$ cat config.mk
export PLATFORM = sky130hd
export DESIGN_NAME = bcd_display_scan
export DESIGN_NICKNAME = d
export VERILOG_FILES = /design/src/rtl/bcd_display_scan.sv
export SDC_FILE = /design/constraint.sdc
export NUM_CORES = 1
export LEC_CHECK = 0
export CORE_MARGIN = 1
export CORE_UTILIZATION = 51
export DETAILED_ROUTE_END_ITERATION = 8
export GPL_TIMING_DRIVEN = 0
export PLACE_DENSITY = 0.77
export SETUP_SLACK_MARGIN = 0.4
export SYNTH_ARGS = -nofsm -noshare
export SYNTH_HDL_FRONTEND = slang
export SYNTH_SLANG_ARGS = --single-unit
export TNS_END_PERCENT = 5
$ cat constraint.sdc
create_clock -name clk -period 3.1 [get_ports clk]
set_input_delay 0.62 -clock clk [delete_from_list [all_inputs] [get_ports clk]]
set_output_delay 0.62 -clock clk [all_outputs]
set_load 0.02 [all_outputs]
$ cat src/rtl/bcd_display_scan.sv
// bcd_display_scan
//   Scans six BCD time digits (HH:MM:SS) from the alarm-clock core onto a
//   6-digit multiplexed common-anode 7-segment display. All digits and AL_ON
//   are snapshotted once per scan frame, so a frame never mixes two times.
//   While Alarm is high the whole display blinks, BLINK_FRAMES frames per
//   half-period.
//
// Ports
//   clk, reset            system clock, synchronous active-high reset
//   H_in1..S_in0          BCD time digits (H_in1 is 2 bits wide)
//   Alarm                 alarm sounding (level), drives blinking
//   AL_ON                 alarm armed (level), lights dp on the rightmost digit
//   an[5:0]               digit anodes, active-low, an[0] = rightmost digit
//   seg[6:0]              segments {g,f,e,d,c,b,a}, active-low
//   dp                    decimal point, active-low
//
// Parameters
//   SCAN_DIV      clock cycles per digit (>= 2)
//   BLINK_FRAMES  frames per blink half-period (>= 1)
//   LZB           1 = blank the tens-of-hours digit when it is 0
module bcd_display_scan #(
  parameter int SCAN_DIV     = 4,
  parameter int BLINK_FRAMES = 2,
  parameter int LZB          = 1
) (
  input  logic       clk,
  input  logic       reset,
  input  logic [1:0] H_in1,
  input  logic [3:0] H_in0,
  input  logic [3:0] M_in1,
  input  logic [3:0] M_in0,
  input  logic [3:0] S_in1,
  input  logic [3:0] S_in0,
  input  logic       Alarm,
  input  logic       AL_ON,
  output logic [5:0] an,
  output logic [6:0] seg,
  output logic       dp
);

  localparam int CW = (SCAN_DIV > 1) ? $clog2(SCAN_DIV) : 1;
  localparam int FW = (BLINK_FRAMES > 1) ? $clog2(BLINK_FRAMES) : 1;
  localparam logic [CW-1:0] CNT_MAX = CW'(SCAN_DIV - 1);
  localparam logic [CW-1:0] CNT_ONE = CW'(1);
  localparam logic [FW-1:0] FC_MAX  = FW'(BLINK_FRAMES - 1);
  localparam logic [FW-1:0] FC_ONE  = FW'(1);

  logic [CW-1:0] r_cnt;
  logic [2:0]    r_idx;
  logic [FW-1:0] r_frame_cnt;
  logic          r_blink_phase;
  logic [3:0]    r_snap_s0, r_snap_s1, r_snap_m0, r_snap_m1, r_snap_h0, r_snap_h1;
  logic          r_snap_al_on;
  logic [5:0]    r_an;
  logic [6:0]    r_seg;
  logic          r_dp;

  logic          w_frame_start;
  logic [3:0]    w_digit;
  logic          w_al_on;
  logic          w_blink_nxt;
  logic [FW-1:0] w_frame_cnt_nxt;
  logic [6:0]    w_seg;
  logic          w_dp;

  function automatic logic [6:0] seg7(input logic [3:0] d);
    case (d)
      4'd0:    seg7 = 7'h40;
      4'd1:    seg7 = 7'h79;
      4'd2:    seg7 = 7'h24;
      4'd3:    seg7 = 7'h30;
      4'd4:    seg7 = 7'h19;
      4'd5:    seg7 = 7'h12;
      4'd6:    seg7 = 7'h02;
      4'd7:    seg7 = 7'h78;
      4'd8:    seg7 = 7'h00;
      4'd9:    seg7 = 7'h10;
      default: seg7 = 7'h3F;  // non-BCD: dash
    endcase
  endfunction

  assign w_frame_start = (r_cnt == '0) && (r_idx == 3'd0);

  // A frame always starts on idx0, so only that digit (and AL_ON, which only
  // affects idx0) needs the live-input bypass to show the new snapshot.
  always_comb begin
    w_digit = 4'd0;
    case (r_idx)
      3'd0:    w_digit = w_frame_start ? S_in0 : r_snap_s0;
      3'd1:    w_digit = r_snap_s1;
      3'd2:    w_digit = r_snap_m0;
      3'd3:    w_digit = r_snap_m1;
      3'd4:    w_digit = r_snap_h0;
      3'd5:    w_digit = r_snap_h1;
      default: w_digit = 4'd0;
    endcase
  end

  assign w_al_on = w_frame_start ? AL_ON : r_snap_al_on;

  // Blanking follows the phase being loaded on this edge, so frame
  // boundaries line up with blink boundaries and dropping Alarm un-blanks
  // the very next output cycle.
  always_comb begin
    w_blink_nxt     = r_blink_phase;
    w_frame_cnt_nxt = r_frame_cnt;
    if (!Alarm) begin
      w_blink_nxt     = 1'b0;
      w_frame_cnt_nxt = '0;
    end else if (w_frame_start) begin
      if (r_frame_cnt == FC_MAX) begin
        w_blink_nxt     = ~r_blink_phase;
        w_frame_cnt_nxt = '0;
      end else begin
        w_frame_cnt_nxt = r_frame_cnt + FC_ONE;
      end
    end
  end

  always_comb begin
    w_seg = seg7(w_digit);
    w_dp  = 1'b1;
    if ((LZB != 0) && (r_idx == 3'd5) && (w_digit == 4'd0)) begin
      w_seg = 7'h7F;
    end
    if ((r_idx == 3'd2) || (r_idx == 3'd4) || ((r_idx == 3'd0) && w_al_on)) begin
      w_dp = 1'b0;
    end
    if (w_blink_nxt) begin
      w_seg = 7'h7F;
      w_dp  = 1'b1;
    end
  end

  always_ff @(posedge clk) begin
    if (reset) begin
      r_cnt         <= '0;
      r_idx         <= 3'd0;
      r_frame_cnt   <= '0;
      r_blink_phase <= 1'b0;
      r_snap_s0     <= 4'd0;
      r_snap_s1     <= 4'd0;
      r_snap_m0     <= 4'd0;
      r_snap_m1     <= 4'd0;
      r_snap_h0     <= 4'd0;
      r_snap_h1     <= 4'd0;
      r_snap_al_on  <= 1'b0;
      r_an          <= 6'h3F;
      r_seg         <= 7'h7F;
      r_dp          <= 1'b1;
    end else begin
      if (r_cnt == CNT_MAX) begin
        r_cnt <= '0;
        r_idx <= (r_idx == 3'd5) ? 3'd0 : r_idx + 3'd1;
      end else begin
        r_cnt <= r_cnt + CNT_ONE;
      end

      if (w_frame_start) begin
        r_snap_s0    <= S_in0;
        r_snap_s1    <= S_in1;
        r_snap_m0    <= M_in0;
        r_snap_m1    <= M_in1;
        r_snap_h0    <= H_in0;
        r_snap_h1    <= {2'b00, H_in1};
        r_snap_al_on <= AL_ON;
      end

      r_frame_cnt   <= w_frame_cnt_nxt;
      r_blink_phase <= w_blink_nxt;

      r_an  <= ~(6'b000001 << r_idx);
      r_seg <= w_seg;
      r_dp  <= w_dp;
    end
  end

  assign an  = r_an;
  assign seg = r_seg;
  assign dp  = r_dp;

endmodule

==> results.py <==
metrics = {
    "outcome": {
        "status": "completed",
    },
    "clocking": {
        "cts_max_level": 2,
        "cts_buffers": 5,
        "postCtsHoldBufs": 0,
        "root_buffer": "clkbuf_8",
        "clkSinkCount": 44,
        "clk_pin_slew_worst_paths_ps": 80,
        "cts.path.max_buffers": 2,
        "clk_latency_ps": 300,
        "cts_tree": "built",
    },
    "synth": {
        "yosys_warnings": 0,
        "synth_ff_type": "dfxtp_1",
        "syn_area_sq_um": 2080,
        "synth-edff-count": 0,
        "async_flop_share_pct": 0,
        "avgSynthCellArea_sq_um": 8.69,
        "syn_inst": 240,
        "syn_nets": 274,
        "ys_types": 49,
        "ys_seq_area_share_pct": 42.3,
        "ys_ff_latch": 44,
    },
    "worst_setup_path": {
        "path_class": "reg2reg",
        "r2r_slack_ps": 510,
        "critical-path-slowest-cell": "a221o_1",
        "end_kind": "flop",
        "r2r_end": "seg[4]$_SDFF_PP1_",
        "start_kind": "flop",
        "slowest_delay_ps": 340,
        "crit_required_ps": 3320,
        "reg2regPathDepth": 12,
        "worstReg2RegStart": "r_idx[1]$_SDFFE_PP0P_",
        "crit_top_cell": "clkbuf_4",
        "crit_path_cell_trace": "clkbuf_4 > clkbuf_4 > and2_4 > ha_4 > a221o_1 > a21oi_2 > o21a_1 > ha_2 > and3_1 > nand2_1 > and3_4 > a22oi_2",
        "critPathArrivalTime_ps": 2820,
        "crit_fanout": 10,
    },
    "sta": {
        "fmax_mhz": 386,
        "finalCritPeriodShare_pct": 83.7,
        "finalHoldViolCount": 0,
        "slew_violations": 0,
        "finalCriticalPeriod_ps": 2590,
        "rsz0062_at_grt": "yes",
        "tns_ps": 0,
        "worst_pin_slew_ps": 494,
        "finalSetupViolCount": 0,
        "skew_ps": 4.75,
        "relSlewSlack_pct": 67.1,
        "layout_setup_ws_ps": 506,
    },
    "worst_hold_path": {
        "whs_endpoint": "r_snap_m1[2]$_SDFFE_PP0N_",
        "hp-class": "reg2reg",
        "hold_depth": 2,
        "hold_path.startpoint": "r_snap_m1[2]$_SDFFE_PP0N_",
    },
    "floorplanning": {
        "die_h_microns": 65.9,
        "io_pins": 40,
        "rows": 22,
        "die_area_sq_um": 4350,
        "start_util_pct": 54.9,
        "fp.dieW_microns": 65.9,
        "core_sq_um": 3800,
    },
    "power": {
        "power_switching_share_pct": 30.9,
        "internal-power_mw": 1.02,
        "p_leak_nw": 1.07,
        "power_frac_seq_pct": 44.7,
        "powerDensity_nw_per_um2": 547,
        "ir_worst_vdd_v": 0.000346,
        "power.switching_mw": 0.458,
        "power_frac_comb_pct": 30.4,
        "p_clk_share_pct": 24.9,
    },
    "finish": {
        "syn_to_final_growth_pct": 30.2,
        "finalInstanceArea_sq_um": 2710,
        "diodes": 0,
        "layout_commonest_cell": "nand2_1",
        "drive_above_1_share_pct": 15.2,
        "fillerInstances": 301,
        "nets": 323,
        "final_core_util_pct": 71.4,
        "final_cell_mix": "nand2_1 (59), dfxtp_1 (43), clkdlybuf4s50_1 (38)",
    },
    "global_route": {
        "track_usage_pct": 22.5,
        "grt_start_max_net_pins": 14,
        "overflow": 0,
        "grt_pass1_wl_microns": 7330,
        "antenna_found_initial": 0,
        "grt_pass1_vias": 1556,
    },
    "detailed_routing": {
        "drc": 0,
        "vias": 1798,
        "drt_first_pass_iters": 4,
        "wl_per_cell_microns": 13.3,
        "avgViaCountPerCell": 5.32,
        "drt-total-wl_microns": 4500,
        "drt_iter0_markers": 108,
        "ant_nets": 0,
    },
    "placement": {
        "place_hpwl_microns": 3250,
        "port_buffers": 38,
        "post_dp_cell_area_sq_um": 2520,
        "pre_cts_ws_ps": 143,
        "gp_congestion": 0.960,
    },
    "run": {
        "cap_violations": 0,
    },
}
[final cells by class]
type | count | area [sq um] | area share (%)
Multi-Input combinational cell | 173 | 1130 | 41.8
Sequential cell | 44 | 882 | 32.5
Timing Repair Buffer | 42 | 410 | 15.1
Buffer | 17 | 109 | 4.01
Clock buffer | 6 | 82.6 | 3.04
Tap cell | 48 | 60.1 | 2.21
Inverter | 6 | 26.3 | 0.968
Clock inverter | 2 | 10.0 | 0.369
[power by group through the flow]
stage                     Combinational, mW  Clock [mW]  Sequential (mW)
after floorplan                       0.255           0            0.701
after global placement                0.423           0            0.672
after detailed placement              0.428           0            0.676
after CTS                             0.436       0.371            0.663
after global routing                  0.501       0.404            0.671
final                                 0.451       0.370            0.663
[worst max-delay path by stage]
stage                              to                  start  slack (ps)  cells past startpoint
floorplan           seg[4]$_SDFF_PP1_  r_idx[0]$_SDFFE_PP0P_         560                     13
global placement    seg[4]$_SDFF_PP1_  r_idx[2]$_SDFFE_PP0P_         170                     12
detailed placement  seg[4]$_SDFF_PP1_  r_idx[0]$_SDFFE_PP0P_         140                     13
CTS                 seg[4]$_SDFF_PP1_  r_idx[0]$_SDFFE_PP0P_         400                     13
global route        seg[4]$_SDFF_PP1_  r_idx[2]$_SDFFE_PP0P_         360                     12
finish              seg[4]$_SDFF_PP1_  r_idx[1]$_SDFFE_PP0P_         510                     12
[registers in the layout, summed over array words and instances (netlist names)]
register       cells
an                 6
r_idx              3
r_snap_m1          4
r_frame_cnt        1
dp                 1
r_snap_h1          2
r_blink_phase      1
r_snap_h0          4
r_snap_al_on       1
seg                7
r_snap_s0          4
r_snap_m0          4
r_snap_s1          4
r_cnt              2
[per-layer routing]
layer  up-vias  track usage, %  part of all wire [%]
met3        12            5.69                   4.3
li1        913               -                     -
met1       824            29.7                    47
met5         -               0                     0
met2        49            36.5                    47
met4         0            5.85                   1.8
[critical path: cells and delay by family, from the launching register on]
family,cells,cell delay [ps]
fa+ha+maj,2,380
compound gates,4,790
buf+inv,2,390
simple gates,4,640
flops,1,320
[cells in the mapped netlist (2+ instances only)]
library cell  count  area (sq um)
mux2_1            3          33.8
nor2_1            6          22.5
and2_1            3          18.8
mux2i_1           5          50.1
buf_2             4          20.0
xnor2_1           3          26.3
clkbuf_1         10          37.5
nand2b_1          3          18.8
ha_1              8           100
o211ai_1          3          22.5
o21ai_0           2          10.0
nor3b_1           4          30.0
o21ai_1           2          10.0
and4bb_2          2          25.0
inv_1             6          22.5
a21oi_1          35           175
nand2_1          59           221
nand3_1           5          25.0
nand3b_1          3          22.5
dfxtp_1          44           881
buf_6             2          22.5
[logic make-up (layout without fill, tap and decap cells)]
family                   after synthesis  count (layout)  share of synthesized area [%]
AND/OR/NAND/NOR                       98              98                           24.4
AO/OA/AOI/OAI                         54              54                           16.7
flip-flops                            44              44                           42.3
buffers and inverters                 23              73                           5.28
multiplexers                          10              10                           5.28
adder cells (fa/ha/maj)                8               8                           4.80
XOR/XNOR                               3               3                           1.26
[metrics by stage]
step | instances | power (mW) | hold WS [ps]
after global placement | 326 | 1.09 | 440
after detailed placement | 326 | 1.10 | 444
after floorplan | 240 | 0.957 | 427
after global routing | 338 | 1.58 | 480
final | 338 | 1.48 | 455
after CTS | 336 | 1.47 | 456
[timing repair]
action	in CTS	in global routing
setup endpoints to repair	7	7
gates resized for setup	6	17
pin swaps	1	3
gates cloned	0	0
buffers inserted	2	2
No activity file was read; power rests on OpenSTA's default activity.
